<file path="config.mk">
export PLATFORM = sky130hd
export DESIGN_NAME = timeline_driver
export DESIGN_NICKNAME = d
export VERILOG_FILES = /design/src/rtl/timeline_driver.sv
export SDC_FILE = /design/constraint.sdc
export NUM_CORES = 1
export LEC_CHECK = 0
export ABC_AREA = 1
export CORE_AREA = 2 2 151 153
export CTS_CLUSTER_SIZE = 10
export DETAILED_ROUTE_END_ITERATION = 10
export DIE_AREA = 0 0 153 155
export GPL_TIMING_DRIVEN = 0
export PLACE_DENSITY = 0.83
export SYNTH_ARGS = -nofsm -noshare
export SYNTH_HDL_FRONTEND = slang
export SYNTH_SLANG_ARGS = --single-unit
</file>
<file path="constraint.sdc">
create_clock -name clk -period 1.4 [get_ports clk]
set_input_delay 0.14 -clock clk [delete_from_list [all_inputs] [get_ports clk]]
set_output_delay 0.14 -clock clk [all_outputs]
set_load 0.05 [all_outputs]
</file>
<file path="src/rtl/timeline_driver.sv">
// Single-transaction timing driver: accepts four operands, replays them to a fixed-latency
// datapath on a per-offset schedule, and captures the datapath results for a ready/valid consumer.
module timeline_driver #(
  parameter int OUT0_LAT = 1,
  parameter int OUT1_LAT = 3,
  parameter int II       = 4
) (
  input  logic        clk,
  input  logic        reset,
  input  logic        in_valid,
  output logic        in_ready,
  input  logic [31:0] in_l0,
  input  logic [31:0] in_r0,
  input  logic [31:0] in_l1,
  input  logic [31:0] in_r1,
  output logic        go,
  output logic [31:0] l0,
  output logic [31:0] r0,
  output logic [31:0] l1,
  output logic [31:0] r1,
  input  logic [31:0] out0,
  input  logic [31:0] out1,
  input  logic        done,
  output logic        res_valid,
  input  logic        res_ready,
  output logic [31:0] res_out0,
  output logic [31:0] res_out1,
  output logic        res_err
);

  // RUN lasts through offset K_END so consecutive gos honour both the operand schedule and II.
  localparam int K_A   = (OUT1_LAT > 3) ? OUT1_LAT : 3;
  localparam int K_END = (K_A > (II - 1)) ? K_A : (II - 1);

  localparam logic [4:0] K_O0   = 5'(OUT0_LAT);
  localparam logic [4:0] K_O1   = 5'(OUT1_LAT);
  localparam logic [4:0] K_LAST = 5'(K_END);

  typedef enum logic [1:0] {IDLE, RUN, RESP} state_t;

  state_t      r_state;
  logic [4:0]  r_k;
  logic [31:0] r_l0, r_r0, r_l1, r_r1;
  logic [31:0] r_res_out0, r_res_out1;
  logic        r_res_err;
  logic        w_run;

  always_ff @(posedge clk) begin
    if (reset) begin
      r_state    <= IDLE;
      r_k        <= '0;
      r_l0       <= '0;
      r_r0       <= '0;
      r_l1       <= '0;
      r_r1       <= '0;
      r_res_out0 <= '0;
      r_res_out1 <= '0;
      r_res_err  <= 1'b0;
    end else begin
      case (r_state)
        IDLE: begin
          if (in_valid) begin
            r_l0    <= in_l0;
            r_r0    <= in_r0;
            r_l1    <= in_l1;
            r_r1    <= in_r1;
            r_k     <= '0;
            r_state <= RUN;
          end
        end
        RUN: begin
          if (r_k == K_O0) r_res_out0 <= out0;
          if (r_k == K_O1) begin
            r_res_out1 <= out1;
            r_res_err  <= ~done;
          end
          if (r_k == K_LAST) r_state <= RESP;
          else               r_k     <= r_k + 5'd1;
        end
        RESP: begin
          if (res_ready) r_state <= IDLE;
        end
        default: r_state <= IDLE;
      endcase
    end
  end

  always_comb begin
    w_run     = (r_state == RUN);
    in_ready  = (r_state == IDLE) && !reset;
    go        = w_run && (r_k == 5'd0);
    l0        = (w_run && r_k <= 5'd1) ? r_l0 : '0;
    r0        = (w_run && r_k == 5'd0) ? r_r0 : '0;
    l1        = (w_run && (r_k == 5'd2 || r_k == 5'd3)) ? r_l1 : '0;
    r1        = (w_run && r_k == 5'd2) ? r_r1 : '0;
    res_valid = (r_state == RESP);
    res_out0  = r_res_out0;
    res_out1  = r_res_out1;
    res_err   = r_res_err;
  end

endmodule

</file>
; ---- After elaboration in Yosys (flattened, before gate mapping)
; Index checks and enable logic that the tools add are counted.
; Widths: inputs -> output; s select.
[word_totals]
out_inout_bits = 196
wordCells = 47
ff_bits = 200
input_bits = 197
[classes]
addsub = 1
eq_ne = 9
bitwise_logic = 1
n_reduce_logical = 15
order_cmp = 1
muxes = 11
[op_table]
columns = cell, count
row1 = $mux 32, 4
row2 = $eq 5x2->1 const B, 2
row3 = $mux 5, 2
row4 = $pmux 5 s2, 1
row5 = $mux 2, 3
row6 = $pmux 2 s3, 1
row7 = $reduce_and 2->1, 3
row8 = $reduce_and 3->1, 2
row9 = $add 5x1->5 const B, 1
row10 = $eq 5x1->1 const B, 1
row11 = $le 5x1->1 const B, 1
row12 = $logic_and 1x1->1, 5
row13 = $logic_not 5->1, 1
row14 = $ne 2x1->1 const B, 2
row15 = $ne 2x2->1 const B, 2
row16 = $eq 2x1->1 const B, 1
row17 = $eq 2x2->1 const B, 1
row18 = $logic_not 2->1, 1
row19 = $reduce_bool 2->1, 1
row20 = $logic_not 1->1, 1
row21 = $logic_or 1x1->1, 1
row22 = $not 1->1, 1

; ---- Logic depth before layout (Yosys ltp)
[depth]
depth_word = 4
depth_mapped = 9
ltp_nobuf = 9

; ---- Least setup slack after synthesis
; Ideal clock, no wire load.
[synth_timing]
path_kind = flip-flop to output port
from = reg r_k[0]
to = out l1[10]
required_time_ns = 1.260
n_path_buf = 1
path_stages_with_launch = 9
arrival_time_ns = 1.875
slack_ns = -0.615
path_cell_list = dfxtp_1 > ha_1 > inv_1 > nor2_1 > nand2_2 > nor2_8 > nor2_2 > buf_2 > nor2_1
[synth_between]
elab_chain_len = 4
elab_cells_between_ends = 5
classes_between = eq/ne: 2 / mux: 1 / reduce/logical: 2
[synth_rtl]
columns = element, line
row1 = start: declaration, 42  ; logic [4:0] r_k;
row2 = start signal: assignment, 78  ; else r_k <= r_k + 5'd1;
row3 = $eq 5x2->1, 94  ; l1 = (w_run && (r_k == 5'd2 || r_k == 5'd3)) ? r_l1 : '0;
row4 = $logic_or 1x1->1 (*), 94
row5 = $logic_and 1x1->1 (*), 94
row6 = $mux 32 (*), 94
row7 = end: declaration, 19  ; output logic [31:0] l1,
; Mark *: on every way between the ends. The rest lies on a longest branch, timed or not.

; ---- Final worst setup path
[layout_timing]
from = reg r_k[0]
to = out l1[27]
; The elaborated chain is that of the path after synthesis.

==> flow_summary.yaml <==
clocking:
  holdBufCountCts: 0
  htree_levels: 4
  numCtsBuffers: 17
  clockBufferDepth: 2
  path_clk_slew_ps: 80
  root_buffer: "clkbuf_16"
  clk_latency_ps: 430
  clock-sinks: 200
  cts_tree: "built"
place:
  routabilityCongestion: 0.860
  post-place-cells: 1729
  port-buffer-count: 392
  place_ws_ps: -1160
  place.detailed.hpwl_mm: 21.2
timing:
  slew_headroom_pct: 61.2
  setup_viol: 273
  skew_ps: 16.0
  rsz0062_at_grt: "true"
  post-route-period-util_pct: 157
  final.min_clock_period_ps: 2200
  finalMaxSlewViolations: 0
  hold_viol: 0
  fmax_ghz: 0.455
  layout_setup_ws_ps: -798
  whs_ps: 296
  tightest_slew_ps: 581
  timing.setup.tns_ps: -91750
yosys:
  synth-main-ff-cell: "dfxtp_1"
  netlist_area_sq_mm: 0.00780
  yosysUniqueCellTypes: 23
  ys_warn_count: 0
  synthCells: 1052
  synth_area_leader_cell: "dfxtp_1"
  synthArstFlopShare_pct: 0
  yosys-top-cells-area: "dfxtp_1 (51%), nor2_1 (13%), o21ai_0 (11%)"
  yosysSeqAreaShare_pct: 51.3
  synth_top_area_share_pct: 51.3
  avgSynthCellArea_sq_um: 7.41
  synth_edf_count: 0
  syn_nets: 1253
  ys_ff_latch: 200
global_routing:
  grt_use_met3_pct: 7.05
  antenna_found_initial: 0
  use_met2_pct: 44.9
  gr-total-overflow: 0
  grt_max_degree: 20
  grt_pass1_vias: 9074
  grt-busiest-layer: "met2"
  gr-usage-met1_pct: 28.1
  grt_use_total_pct: 24.7
  grt_pass1_wl_mm: 47.0
hold_path:
  min-delay-start: "out1[2]"
  hold_class: "input pin to flop"
  hold_path_end: "res_out1[2]$_SDFFE_PP0P_"
  holdPathStages: 3
drt:
  drt_iter0_markers: 470
  first_pass_iters: 6
  wire_per_inst_microns: 17.5
  vias_per_cell: 4.93
  drt-total-wl_mm: 32.4
  ant_nets: 0
  route.vias.total: 9140
  drcViolationCount: 0
pwr:
  p_switching_mw: 4.81
  leakage_nw: 6.20
  combPwrFrac_pct: 26.1
  powerDensity_mw_per_mm2: 937
  p_total_mw: 15.0
  power.internal_mw: 10.2
  p_clk_share_pct: 32.5
  pwr-share-seq_pct: 41.4
  sw_frac_of_total_pct: 32.1
  peakVddDrop_mv: 0.746
status:
  violations: "negative setup slack"
  outcome: "finished, violations left"
die:
  die_y_microns: 155
  die_w_microns: 153
  ios: 393
  coreArea_sq_mm: 0.0222
  die_area_sq_mm: 0.0237
  initial_core_util_pct: 35.1
  rows: 55
job:
  drv_cap: 0
critical_path:
  path_max_fanout: 8
  ff2ff_path_depth: 6
  path_class: "flop to output port"
  cp.arrival_ps: 2060
  critical_path.endpoint_type: "output port"
  start_kind: "flop"
  r2r_start: "r_state[0]$_SDFFE_PP0P_"
  r2r_end: "r_l0[23]$_SDFFE_PP0P_"
  r2r_slack_ps: -160
  cp.required_ps: 1260
final_layout:
  nNetsFinal: 1757
  mostFrequentLayoutCells: "clkdlybuf4s50_1 (196), dfxtp_1 (193), nor2_4 (139)"
  syn_to_final_growth_pct: 105
  n_antenna_cell: 0
  final_cells: 1854
  drive_above_1_share_pct: 37.9
  final_common_cell: "clkdlybuf4s50_1"
==> cells in the mapped netlist (5+ instances only) <==
| master | n |
|---|---|
| buf_4 | 8 |
| inv_1 | 140 |
| clkbuf_1 | 27 |
| buf_2 | 36 |
| nand3_1 | 9 |
| nor2_1 | 270 |
| o21ai_0 | 171 |
| inv_2 | 5 |
| dfxtp_1 | 200 |
| nand2_1 | 13 |
| a21oi_1 | 132 |
| o21ai_1 | 21 |
==> per-layer routing <==
metal	part of all wire [%]	up-vias	wire [microns]
li1	-	4345	-
met2	52	377	17000
met1	38	4341	12200
met3	6.9	77	2240
met5	0	-	0
met4	3.1	0	1010
==> how the worst max path moves through the flow <==
stage	end	from	slack, ps
floorplan	l1[10]	r_k[1]$_SDFFE_PP0P_	-180
global placement	l0[12]	r_k[1]$_SDFFE_PP0P_	-1100
detailed placement	l0[12]	r_k[1]$_SDFFE_PP0P_	-1160
CTS	l1[28]	r_k[0]$_SDFFE_PP0P_	-840
global route	l1[24]	r_k[0]$_SDFFE_PP0P_	-880
finish	l1[27]	r_k[0]$_SDFFE_PP0P_	-800
==> logic make-up after synthesis <==
logic type      synth area share [%]
fa+ha+maj                      0.642
buf+inv                         11.5
flops                           51.3
compound gates                  21.0
simple gates                    15.5
==> state kept, by name (all words and copies together), names as in the netlist <==
register	cells
res_err	1
r_r1	32
res_out0	32
r_state	2
r_r0	32
res_out1	32
r_l0	32
r_k	5
r_l1	32
==> per-stage QoR <==
stage	instance area [sq um]	utilization, %
6_report	16000	71.9
5_1_grt	16000	71.9
4_1_cts	14900	66.9
3_5_place_dp	12900	58.2
3_3_place_gp	12900	58.2
2_1_floorplan	8660	-
==> layout make-up <==
type	instances	area, sq um
Buffer	69	609
Clock buffer	18	429
Clock inverter	14	140
Fill cell	1523	6250
Inverter	145	587
Multi-Input combinational cell	635	4170
Sequential cell	200	4020
Tap cell	285	357
Timing Repair Buffer	487	5660
Timing Repair inverter	1	8.76
==> repair_timing <==
action                                   CTS  global route
gates resized for setup                 1244           264
hold endpoints to repair                   0             0
cloned                                     7            11
pin swaps                                 19            47
endpoints found under the setup margin   396           330
setup buffers                             58            28
==> worst max-delay path, cell delays in order, from the launching register on <==
cell and delay [ps]:
dfxtp_4 390, ha_4 150, inv_4 40, nor2_4 90
nand2_4 80, nor2_8 140, nor2_4 70, buf_12 150
buf_16 140, buf_12 130, nor2_4 80, buf_6 160
==> power groups by stage <==
stage	clock network (mW)	logic, mW	registers (mW)
global route	5.19	4.15	6.23
CTS	4.92	3.47	6.19
detailed placement	0	2.97	6.32
finish	4.87	3.91	6.20
floorplan	0	1.58	6.49
global placement	0	2.91	6.30
Power figures use the tool's default switching activity.
